## src/rtl/ps2_pkg.sv

```systemverilog
// ps2_pkg: shared types and constants for the PS/2 scan-code sequencer.
//   - FSM state enum for prefix sequencing (scan-code set 2).
//   - Prefix bytes, discard list, Pause replacement code.
//   - Modifier base codes and their bit positions in the mods vector.
//   - Key event struct {ext, brk, code} (10 bits).
package ps2_pkg;

  typedef enum logic [2:0] {
    IDLE,
    EXT,
    BRK,
    EXTBRK,
    PAUSE
  } ps2_state_t;

  localparam logic [7:0] PFX_E0 = 8'hE0;
  localparam logic [7:0] PFX_E1 = 8'hE1;
  localparam logic [7:0] PFX_F0 = 8'hF0;

  // The Pause key sends E1 followed by 7 more bytes and has no break code;
  // the whole sequence is reported as a single extended 77 make.
  localparam logic [7:0] CODE_PAUSE = 8'h77;
  localparam logic [2:0] PAUSE_SKIP = 3'd7;

  localparam logic [7:0] MC_LSHIFT = 8'h12;
  localparam logic [7:0] MC_RSHIFT = 8'h59;
  localparam logic [7:0] MC_CTRL   = 8'h14;  // plain: lctrl, E0: rctrl
  localparam logic [7:0] MC_ALT    = 8'h11;  // plain: lalt,  E0: ralt

  localparam logic [2:0] MOD_LSHIFT = 3'd0;
  localparam logic [2:0] MOD_RSHIFT = 3'd1;
  localparam logic [2:0] MOD_LCTRL  = 3'd2;
  localparam logic [2:0] MOD_RCTRL  = 3'd3;
  localparam logic [2:0] MOD_LALT   = 3'd4;
  localparam logic [2:0] MOD_RALT   = 3'd5;

  typedef struct packed {
    logic       ext;
    logic       brk;
    logic [7:0] code;
  } ps2_evt_t;

  // Last emitted make, used by the optional typematic filter.
  typedef struct packed {
    logic       valid;
    logic       ext;
    logic [7:0] code;
  } ps2_make_t;

  // Keyboard status/acknowledge bytes that never form part of a key event.
  function automatic logic is_discard(input logic [7:0] b);
    case (b)
      8'hAA, 8'hFA, 8'hFE, 8'hEE, 8'h00, 8'hFF: return 1'b1;
      default:                                  return 1'b0;
    endcase
  endfunction

  // Returns the modifier vector after applying one key event.
  function automatic logic [5:0] mod_update(input logic [5:0] m, input ps2_evt_t e);
    logic [5:0] r;
    logic       hit;
    logic [2:0] idx;
    r   = m;
    hit = 1'b0;
    idx = MOD_LSHIFT;
    if (!e.ext) begin
      case (e.code)
        MC_LSHIFT: begin hit = 1'b1; idx = MOD_LSHIFT; end
        MC_RSHIFT: begin hit = 1'b1; idx = MOD_RSHIFT; end
        MC_CTRL:   begin hit = 1'b1; idx = MOD_LCTRL;  end
        MC_ALT:    begin hit = 1'b1; idx = MOD_LALT;   end
        default:   hit = 1'b0;
      endcase
    end else begin
      case (e.code)
        MC_CTRL: begin hit = 1'b1; idx = MOD_RCTRL; end
        MC_ALT:  begin hit = 1'b1; idx = MOD_RALT;  end
        default: hit = 1'b0;
      endcase
    end
    if (hit) r[idx] = !e.brk;
    return r;
  endfunction

endpackage

```

## src/rtl/ps2_evt_fifo.sv

```systemverilog
// ps2_evt_fifo: generic show-ahead synchronous FIFO.
//   clk, rst_n         clock, async active-low reset
//   push, wr_data      write request/data (accepted when not full, or when
//                      a pop happens in the same cycle)
//   pop                read request (ignored when empty)
//   rd_data            head entry; holds the last popped value when empty
//   full, empty, count occupancy status
// DEPTH must be a power of two (pointers wrap naturally).
module ps2_evt_fifo #(
  parameter int WIDTH = 10,
  parameter int DEPTH = 8
) (
  input  logic                       clk,
  input  logic                       rst_n,
  input  logic                       push,
  input  logic [WIDTH-1:0]           wr_data,
  input  logic                       pop,
  output logic [WIDTH-1:0]           rd_data,
  output logic                       full,
  output logic                       empty,
  output logic [$clog2(DEPTH):0]     count
);

  localparam int AW = $clog2(DEPTH);

  logic [WIDTH-1:0] mem_q [DEPTH];
  logic [AW-1:0]    wr_ptr_q, wr_ptr_d;
  logic [AW-1:0]    rd_ptr_q, rd_ptr_d;
  logic [AW:0]      count_q, count_d;
  logic [WIDTH-1:0] last_q, last_d;
  logic             push_ok, pop_ok;

  assign full  = (count_q == (AW+1)'(DEPTH));
  assign empty = (count_q == '0);
  assign count = count_q;

  // A pop frees the slot the simultaneous push needs, even when full.
  assign pop_ok  = pop && !empty;
  assign push_ok = push && (!full || pop_ok);

  // NOTE: combinational blocks assign every output a default first, so no
  // path leaves a variable unassigned and no latch is inferred.
  always_comb begin
    wr_ptr_d = wr_ptr_q;
    rd_ptr_d = rd_ptr_q;
    count_d  = count_q;
    last_d   = last_q;
    if (push_ok) wr_ptr_d = wr_ptr_q + 1'b1;
    if (pop_ok) begin
      rd_ptr_d = rd_ptr_q + 1'b1;
      last_d   = mem_q[rd_ptr_q];
    end
    if (push_ok && !pop_ok)      count_d = count_q + 1'b1;
    else if (!push_ok && pop_ok) count_d = count_q - 1'b1;
  end

  // When empty, keep presenting the entry that was last at the head.
  assign rd_data = empty ? last_q : mem_q[rd_ptr_q];

  // NOTE: sequential state uses non-blocking assignments so every flop
  // samples pre-edge values regardless of statement order.
  always_ff @(posedge clk or negedge rst_n) begin
    if (!rst_n) begin
      wr_ptr_q <= '0;
      rd_ptr_q <= '0;
      count_q  <= '0;
      last_q   <= '0;
    end else begin
      wr_ptr_q <= wr_ptr_d;
      rd_ptr_q <= rd_ptr_d;
      count_q  <= count_d;
      last_q   <= last_d;
    end
  end

  // NOTE: the storage array has no reset; an entry is only ever read after
  // it has been written, and the empty case reads last_q instead.
  always_ff @(posedge clk) begin
    if (push_ok) mem_q[wr_ptr_q] <= wr_data;
  end

endmodule

```

## src/rtl/ps2_scan_sequencer.sv

```systemverilog
// ps2_scan_sequencer: turns raw PS/2 set-2 scan-code bytes into key events
// {ext, brk, code}, tracks modifier keys and queues events in a FIFO.
//   clk, rst_n              clock, async active-low reset
//   ps2_code_new, ps2_code  byte strobe and data from the PS/2 receiver
//   evt_valid/evt_ready     handshake for the head event
//   evt_code/evt_ext/evt_brk head event fields
//   mods                    {ralt, lalt, rctrl, lctrl, rshift, lshift}
//   overflow, clr_overflow  sticky event-drop flag and its clear
// Optional: define PS2_TYPEMATIC_FILTER_EN to drop repeated makes of the
// key that was last pressed (auto-repeat suppression).
module ps2_scan_sequencer #(
  parameter int FIFO_DEPTH     = 8,
  parameter int TIMEOUT_CYCLES = 100000
) (
  input  logic       clk,
  input  logic       rst_n,
  input  logic       ps2_code_new,
  input  logic [7:0] ps2_code,
  output logic       evt_valid,
  input  logic       evt_ready,
  output logic [7:0] evt_code,
  output logic       evt_ext,
  output logic       evt_brk,
  output logic [5:0] mods,
  output logic       overflow,
  input  logic       clr_overflow
);
  import ps2_pkg::*;

  localparam int TMO_W = (TIMEOUT_CYCLES > 2) ? $clog2(TIMEOUT_CYCLES) : 1;
  localparam logic [TMO_W-1:0] TMO_LAST = TMO_W'(TIMEOUT_CYCLES - 1);

  ps2_state_t       state_q, state_d, cur_state;
  logic [2:0]       skip_q, skip_d;
  logic [TMO_W-1:0] tmo_q, tmo_d;
  logic [5:0]       mods_q, mods_d;
  logic             overflow_q, overflow_d;
  ps2_evt_t         new_evt, head_evt;
  logic             emit, push, pop, timeout;
  logic             fifo_full, fifo_empty;
  logic [$clog2(FIFO_DEPTH):0] fifo_count_unused;  // occupancy not needed here
`ifdef PS2_TYPEMATIC_FILTER_EN
  ps2_make_t        last_q, last_d;
`endif

  always_comb begin
    state_d    = state_q;
    skip_d     = skip_q;
    mods_d     = mods_q;
    emit       = 1'b0;
    new_evt    = '0;
    push       = 1'b0;
`ifdef PS2_TYPEMATIC_FILTER_EN
    last_d     = last_q;
`endif

    // An abandoned sequence behaves as IDLE in the very cycle it expires,
    // so a byte arriving then starts fresh.
    timeout   = (state_q != IDLE) && (tmo_q == TMO_LAST);
    cur_state = timeout ? IDLE : state_q;
    if (timeout) state_d = IDLE;

    if (ps2_code_new) begin
      case (cur_state)
        IDLE: begin
          if (ps2_code == PFX_E0)      state_d = EXT;
          else if (ps2_code == PFX_F0) state_d = BRK;
          else if (ps2_code == PFX_E1) begin
            state_d = PAUSE;
            skip_d  = PAUSE_SKIP;
          end else if (!is_discard(ps2_code)) begin
            emit    = 1'b1;
            new_evt = '{ext: 1'b0, brk: 1'b0, code: ps2_code};
          end
        end
        EXT: begin
          if (ps2_code == PFX_F0) state_d = EXTBRK;
          else begin
            emit    = 1'b1;
            new_evt = '{ext: 1'b1, brk: 1'b0, code: ps2_code};
            state_d = IDLE;
          end
        end
        BRK: begin
          emit    = 1'b1;
          new_evt = '{ext: 1'b0, brk: 1'b1, code: ps2_code};
          state_d = IDLE;
        end
        EXTBRK: begin
          emit    = 1'b1;
          new_evt = '{ext: 1'b1, brk: 1'b1, code: ps2_code};
          state_d = IDLE;
        end
        PAUSE: begin
          skip_d = skip_q - 1'b1;
          if (skip_q == 3'd1) begin
            emit    = 1'b1;
            new_evt = '{ext: 1'b1, brk: 1'b0, code: CODE_PAUSE};
            state_d = IDLE;
          end
        end
        default: state_d = IDLE;
      endcase
    end

    push = emit;
`ifdef PS2_TYPEMATIC_FILTER_EN
    if (timeout) last_d = '0;
    if (emit) begin
      if (new_evt.brk) last_d = '0;
      else if (last_d.valid && last_d.ext == new_evt.ext && last_d.code == new_evt.code)
        push = 1'b0;
      else last_d = '{valid: 1'b1, ext: new_evt.ext, code: new_evt.code};
    end
`endif

    // Modifiers follow every accepted event, even if the FIFO drops it.
    if (push) mods_d = mod_update(mods_q, new_evt);

    tmo_d = (ps2_code_new || state_d == IDLE) ? '0 : tmo_q + 1'b1;

    pop        = !fifo_empty && evt_ready;
    overflow_d = (overflow_q && !clr_overflow) || (push && fifo_full && !pop);
  end

  always_ff @(posedge clk or negedge rst_n) begin
    if (!rst_n) begin
      state_q    <= IDLE;
      skip_q     <= '0;
      tmo_q      <= '0;
      mods_q     <= '0;
      overflow_q <= 1'b0;
`ifdef PS2_TYPEMATIC_FILTER_EN
      last_q     <= '0;
`endif
    end else begin
      state_q    <= state_d;
      skip_q     <= skip_d;
      tmo_q      <= tmo_d;
      mods_q     <= mods_d;
      overflow_q <= overflow_d;
`ifdef PS2_TYPEMATIC_FILTER_EN
      last_q     <= last_d;
`endif
    end
  end

  ps2_evt_fifo #(
    .WIDTH ($bits(ps2_evt_t)),
    .DEPTH (FIFO_DEPTH)
  ) u_fifo (
    .clk     (clk),
    .rst_n   (rst_n),
    .push    (push),
    .wr_data (new_evt),
    .pop     (pop),
    .rd_data (head_evt),
    .full    (fifo_full),
    .empty   (fifo_empty),
    .count   (fifo_count_unused)
  );

  assign evt_valid = !fifo_empty;
  assign evt_code  = head_evt.code;
  assign evt_ext   = head_evt.ext;
  assign evt_brk   = head_evt.brk;
  assign mods      = mods_q;
  assign overflow  = overflow_q;

endmodule
```

## config.mk

```make
export PLATFORM = sky130hd
export DESIGN_NAME = ps2_scan_sequencer
export DESIGN_NICKNAME = d
export VERILOG_FILES = /design/src/rtl/ps2_pkg.sv /design/src/rtl/ps2_evt_fifo.sv /design/src/rtl/ps2_scan_sequencer.sv
export SDC_FILE = /design/constraint.sdc
export NUM_CORES = 1
export LEC_CHECK = 0
export CAP_MARGIN = 20
export CORE_UTILIZATION = 60
export DETAILED_ROUTE_END_ITERATION = 10
export GPL_TIMING_DRIVEN = 0
export HOLD_SLACK_MARGIN = 0.15
export PLACE_DENSITY = 0.9
export SLEW_MARGIN = 0
export SYNTH_ARGS = -nofsm -noshare
export SYNTH_HDL_FRONTEND = slang
export SYNTH_HIERARCHICAL = 1
export SYNTH_SLANG_ARGS = --single-unit
```

## constraint.sdc

```tcl
create_clock -name clk -period 5 [get_ports clk]
set_clock_uncertainty 0.1 [all_clocks]
set_input_delay 1 -clock clk [delete_from_list [all_inputs] [get_ports clk]]
set_output_delay 1 -clock clk [all_outputs]
set_load 0.02 [all_outputs]
```

==> impl_metrics.tcl, run 1 <==
set metrics [dict create \
    cp_cell_sequence "clkdlybuf4s50_1, nor4bb_2, nand3_1, o2111ai_1, o21bai_1, nor3_1, nor2_1, o21ai_4, inv_2, ha_1, inv_1, ha_1, a21o_1, a2111oi_0, o31ai_1" \
    synth_cell_types 73 \
    p_leak_nw 2.786 \
    ys_async_sr_fraction_pct 38.46 \
    power_switching_share_pct 32.86 \
    fin_nets 571 \
    hold_class "in -> async" \
    syn2layout_area_growth_pct 17.99 \
    fin_crit_ps 4797 \
    nFillCells 605 \
    clk-insertion-delay-late_ps 540 \
    drive_gt1_share_pct 17.97 \
    first_iter_violations 275 \
    numCtsBuffers 17 \
    r2r.worst_path.cells 14 \
    status "completed" \
    synth_area_per_cell_um2 12.45 \
    place_hpwl_um 8723 \
    cpMostUsedCell "ha_1" \
    crit_path_end_kind "register" \
    dr.pass1.iters 5 \
    switching_power_mw 1.363 \
    setup_viol 0 \
    critical_path.reg2reg.endpoint "u_fifo/count[3]" \
    rows 36 \
    cp_slowest_cell "clkdlybuf4s50_1" \
    cts.clk_slew.worst_paths_ps 60 \
    ios 31 \
    maxCapViolCount 0 \
    die_y_um 103.7 \
    grt_max_degree 34 \
    relSlewSlack_pct 25.54 \
    synth_area_leaders "edfxtp_1 (39%), dfrtp_1 (20%), mux2_2 (4.0%), mux2i_1 (3.6%), nand2_1 (2.7%)" \
    cp-start-kind "primary input" \
    fp.coreArea_um2 9910 \
    seqPwrFrac_pct 35.5 \
    crit_fanout 8 \
    clk_path_buf_depth 2 \
    powerDensity_nw_per_um2 566.7 \
    via_count 4300 \
    io_buffers 27 \
    cts_setup_buffers 0 \
    grt_pass1_vias 4294 \
    holdWs_ps 304.5 \
    synth_ff_type "edfxtp_1" \
    utilization_pct 73.85 \
    synth-seq-area-share_pct 58.91 \
    drc_errors 0 \
    ant_nets 0 \
    synth_top_area_share_pct 38.73 \
    r2r-start "tmo_q[5]" \
    syn_area_um2 6202 \
    clock-sinks 130 \
    hold_buffers 0 \
    clock.fmax_ghz 0.2085 \
    stdcell_count 695 \
    comb_power_share_pct 33.3 \
    start_util_pct 62.59 \
    wire_per_inst_um 18.63 \
    clkPwrFrac_pct 31.2 \
    dpl.cell_count 663 \
    antenna_found_initial 0 \
    syn-num-nets 520 \
    worst_ep_required_time_ps 5300 \
    synth-seq-cells 130 \
    die_w_um 103.7 \
    slew_violations 0 \
    synth_edf_count 80 \
    cts_root_buf "clkbuf_8" \
    grt_use_total_pct 26.23 \
    cts_resized 0 \
    finalHoldViolCount 0 \
    grt_pass1_wl_um 21460 \
    cts_max_level 4 \
    worst_pin_slew_ps 1108 \
    grt_overflow_total 0 \
    peakVddDrop_v 0.0003365 \
    wl_um 12950 \
    synthCells 498 \
    synth_area_leader_cell "edfxtp_1" \
    cts_tree "done" \
    rsz0062_at_grt "false" \
    fin_crit_sh_pct 95.94 \
    cp.arrival_ps 5100 \
    cpPeakStageDelay_ps 620 \
    p_int_mw 2.784 \
    dieArea_um2 10750 \
    gp_congestion 0.8396 \
    vias_per_cell 6.187 \
    crit_type "in -> reg" \
    regToRegSetupSlack_ps 220 \
    ys_warn_count 6 \
    antennaDiodeCount 0 \
]
cells in the final DEF (no fill, tap or decap), types with 8 or more instances in the layout:
master,instances
a21oi_1,9
a221o_1,10
buf_2,8
clkbuf_16,16
clkdlybuf4s50_1,26
dfrtp_1,50
edfxtp_1,80
ha_1,8
inv_1,15
mux2_2,22
mux2i_1,22
nand2_1,45
nand3_1,12
nor2_1,42
nor3_1,10
o21ai_0,13
o21ai_1,16
o22ai_1,11
xnor2_1,12
xor2_1,10
cell usage after synthesis (all sizes together) (2+ instances only):
cell     number
nand3        12
a2111oi       2
or4           2
o31ai         7
nor2b         4
nand2b        8
xor2         10
or3           2
mux2i        22
nor4          9
nand2        46
a21oi         9
or4b          3
mux2         26
or4bb         3
nand4         8
a31oi         2
o22ai        11
and3          6
dfrtp        50
o41ai         4
clkbuf        8
o21ai        31
nor2         42
xnor2        12
buf          13
ha            8
edfxtp       80
o21a          2
nor3         12
nor3b         2
or2           2
a221o        10
inv          16
power by group through the flow:
stage | Clock (mW) | Sequential (mW) | Combinational (mW)
after global routing | 1.35 | 1.49 | 1.50
final | 1.29 | 1.47 | 1.38
after global placement | 0 | 1.47 | 1.30
after floorplan | 0 | 1.46 | 0.937
after CTS | 1.30 | 1.47 | 1.38
after detailed placement | 0 | 1.49 | 1.37
cells by family (layout without fill, tap and decap cells):
kind of cell	count (synthesis)	after routing	synth area share [%]
and+or+nand+nor	166	166	14.34
DFF	130	130	58.91
AOI/OAI and AO/OA	86	86	10.43
muxes	48	48	8.332
buffers and inverters	37	101	2.945
xor gates and xnor gates	22	22	3.107
adders and majority gates	9	9	1.937
critical path, delay by kind of cell:
family | cells | cell delay, ps
buffers and inverters | 3 | 890
adders and majority gates | 2 | 510
AOI/OAI and AO/OA | 6 | 1330
and+or+nand+nor | 4 | 1360
layer usage:
layer	wire, um	up-vias	global-route usage (%)
met5	0	-	0
met2	6617	199	43.48
met1	5148	2104	31.47
li1	-	1962	-
met3	811	35	6.608
met4	373	0	14.59
area by class of cell:
| type | instances | area (um^2) | share of cell area (%) |
|---|---|---|---|
| Sequential cell | 130 | 3654 | 49.92 |
| Multi-Input combinational cell | 331 | 2390 | 32.66 |
| Clock buffer | 17 | 414.1 | 5.659 |
| Timing Repair Buffer | 32 | 307.8 | 4.206 |
| Clock inverter | 15 | 203.9 | 2.787 |
| Tap cell | 133 | 166.4 | 2.274 |
| Buffer | 21 | 122.6 | 1.676 |
| Inverter | 16 | 60.06 | 0.8207 |
state kept, by name, indices dropped and copies added (netlist names):
| signal | flops |
|---|---|
| u_fifo/mem_q | 80 |
| tmo_q | 17 |
| u_fifo/last_q | 10 |
| mods | 6 |
| u_fifo/count | 4 |
| skip_q | 3 |
| state_q | 3 |
| u_fifo/rd_ptr_q | 3 |
| u_fifo/wr_ptr_q | 3 |
| overflow | 1 |
worst max path at each step:
stage                     slack, ps                  to  cells past startpoint        start
after global placement         -420  u_fifo/mem_q[0][4]                     10  ps2_code[0]
after detailed placement       -310     u_fifo/count[3]                     15  ps2_code[5]
final                           200     u_fifo/count[3]                     15  ps2_code[5]
after floorplan                 820     u_fifo/count[3]                     15  ps2_code[2]
after global routing              2     u_fifo/count[3]                     16  ps2_code[0]
after CTS                       190     u_fifo/count[3]                     15  ps2_code[5]
per-stage QoR:
| step | power [mW] | instance area [um^2] | setup TNS (ps) | setup WS, ps |
|---|---|---|---|---|
| floorplan | 2.396 | 6202 | 0 | 824.9 |
| global placement | 2.766 | 6639 | -5982 | -415.4 |
| detailed placement | 2.855 | 6688 | -309.5 | -309.5 |
| CTS | 4.157 | 7306 | 0 | 191.8 |
| global route | 4.338 | 7318 | 0 | 2.299 |
| finish | 4.147 | 7318 | 0 | 202.8 |
(Power assumes the default switching activity.)
==> run 2, diff against run 1 <==
--- a/config.mk
+++ b/config.mk
@@ -5,12 +5,13 @@
 export SDC_FILE = /design/constraint.sdc
 export NUM_CORES = 1
 export LEC_CHECK = 0
-export CAP_MARGIN = 20
-export CORE_UTILIZATION = 60
+export CAP_MARGIN = 5
+export CORE_UTILIZATION = 54
+export CTS_CLUSTER_SIZE = 30
 export DETAILED_ROUTE_END_ITERATION = 10
 export GPL_TIMING_DRIVEN = 0
 export HOLD_SLACK_MARGIN = 0.15
-export PLACE_DENSITY = 0.9
+export PLACE_DENSITY = 0.86
 export SLEW_MARGIN = 0
 export SYNTH_ARGS = -nofsm -noshare
 export SYNTH_HDL_FRONTEND = slang
==> constraint.sdc (replaced) <==
create_clock -name clk -period 4 [get_ports clk]
set_clock_uncertainty 0.1 [all_clocks]
set_input_delay 0.8 -clock clk [delete_from_list [all_inputs] [get_ports clk]]
set_output_delay 0.8 -clock clk [all_outputs]
set_load 0.02 [all_outputs]
==> impl_metrics.tcl, run 2 (synthesis gave the netlist of run 1 again) <==
set metrics [dict create \
    p_leak_nw 2.903 \
    drc_errors 0 \
    maxCapViolCount 0 \
    clock-sinks 130 \
    numCtsBuffers 17 \
    first_iter_violations 279 \
    fin_crit_sh_pct 97.58 \
    cpPeakStageDelay_ps 620 \
    wire_per_inst_um 19.73 \
    start_util_pct 56.23 \
    grt_max_degree 37 \
    die_y_um 109.2 \
    antenna_found_initial 0 \
    cp-start-kind "register" \
    crit_type "reg -> reg" \
    drive_gt1_share_pct 22.03 \
    ios 31 \
    worst_pin_slew_ps 998.6 \
    grt_pass1_wl_um 22380 \
    path_delay_family "simple AND/OR/NAND/NOR gates" \
    fin_crit_ps 3903 \
    clk-insertion-delay-late_ps 420 \
    vias_per_cell 6.170 \
    hold_class "in -> async" \
    antennaDiodeCount 0 \
    fp.coreArea_um2 11030 \
    clock.fmax_ghz 0.2562 \
    slew_violations 0 \
    crit_fanout 7 \
    critical_path.reg2reg.endpoint "u_fifo/count[3]" \
    setup_viol 0 \
    crit_path_end_kind "register" \
    r2r.worst_path.cells 15 \
    regToRegSetupSlack_ps 100 \
    dr.pass1.iters 5 \
    layout_common_cells "edfxtp_1 (80), dfrtp_1 (49), nand2_1 (45)" \
    worst_ep_required_time_ps 4190 \
    cts_max_level 4 \
    wl_um 14050 \
    critical_path_buf_inv_count 2 \
    cp_cell_sequence "or4b_4, o41ai_4, or4_4, o41ai_4, nor3_4, nor2_4, o21ai_4, inv_2, ha_1, inv_2, ha_1, a21o_1, a21oi_1, mux2i_1, o31ai_1" \
    cts_tree "done" \
    r2r-start "tmo_q[5]" \
    largest-register "u_fifo/mem_q" \
    grt_overflow_total 0 \
    place_hpwl_um 8819 \
    cp_slowest_cell "or4b_4" \
    peakVddDrop_v 0.0005835 \
    ant_nets 0 \
    cts_root_buf "clkbuf_16" \
    dp_slack_ps -1098 \
    grt_use_total_pct 25.32 \
    powerDensity_nw_per_um2 713.5 \
    reg_top3 "u_fifo/mem_q: 80 flops, tmo_q: 17 flops, u_fifo/last_q: 10 flops" \
    die_w_um 109.2 \
    via_count 4393 \
    io_buffers 27 \
    cts.clk_slew.worst_paths_ps 60 \
    syn2layout_area_growth_pct 22.49 \
    status "completed" \
    finalHoldViolCount 0 \
    clk_path_buf_depth 2 \
    gp_congestion 0.8826 \
    grt_pass1_vias 4440 \
    dieArea_um2 11920 \
    cp.arrival_ps 4090 \
    relSlewSlack_pct 33.06 \
    largest_register_ffs 80 \
    fin_ws_ps 96.84 \
    holdWs_ps 193.1 \
    cp.depth 15 \
    rows 38 \
    layout.cells.most_common "edfxtp_1" \
    fin_nets 581 \
]
==> run 2: changes by cell type in the layout (fill, tap and decap cells not counted), sizes merged <==
cell / delta
buf: +10
bufinv: +2
clkdlybuf4s50: -4
clkinv: -3
clkinvlp: +3
dlygate4sd2: +4
inv: -2
==> run 2: layout make-up <==
type	instances	area, um^2
plain buffers	21	126.4
clock inverters	15	256.5
repair buffers	42	386.6
flip-flops and latches	130	3655
clock buffers	17	425.4
inverters	16	60.06
well taps	140	175.2
fillers	742	3433
multi-input cells	331	2512
==> run 2: worst max path at each step <==
stage	startpoint	endpoint
floorplan	ps2_code[2]	u_fifo/count[3]
global placement	ps2_code[0]	u_fifo/mem_q[0][2]
detailed placement	ps2_code[5]	u_fifo/count[3]
CTS	tmo_q[5]	u_fifo/count[3]
global route	tmo_q[5]	u_fifo/count[3]
finish	tmo_q[5]	u_fifo/count[3]
==> run 2: worst register-to-register path, cell delays in order (launching register included) <==
cell	delay (ps)
dfrtp_2	460
or4b_4	620
o41ai_4	430
or4_4	210
o41ai_4	90
nor3_4	290
nor2_4	70
o21ai_4	120
inv_2	100
ha_1	270
inv_2	90
ha_1	220
a21o_1	210
a21oi_1	200
mux2i_1	220
o31ai_1	90
==> run 2: metrics by stage <==
step	util (%)	total power [mW]	TNS, ps	cell area [um^2]	std cells
2_1_floorplan	-	2.995	0	6202	498
3_5_place_dp	60.66	3.585	-44770	6691	668
5_1_grt	68.87	5.663	-31.31	7597	712
6_report	68.87	5.420	0	7597	712
3_3_place_gp	60.27	3.468	-59420	6648	665
4_1_cts	68.11	5.402	-35.38	7513	706
==> run 2: routing by layer <==
metal	wire length [um]	GRT usage [%]
met1	5907	30.78
met2	7189	44.07
met3	686	5.499
met4	261	9.429
met5	0	0
==> run 2: repair_timing <==
action | CTS | global route
setup endpoints to repair | 66 | 41
setup buffers | 6 | 6
resized for setup | 21 | 11
pin swaps | 5 | 4
hold buffers | 0 | 0
==> run 2: power breakdown <==
part | internal (mW) | leakage, nW | switching (mW)
Sequential | 1.69 | 1.38 | 0.158
Combinational | 0.803 | 1.20 | 0.996
Clock | 1.18 | 0.318 | 0.599
Total | 3.67 | 2.90 | 1.75
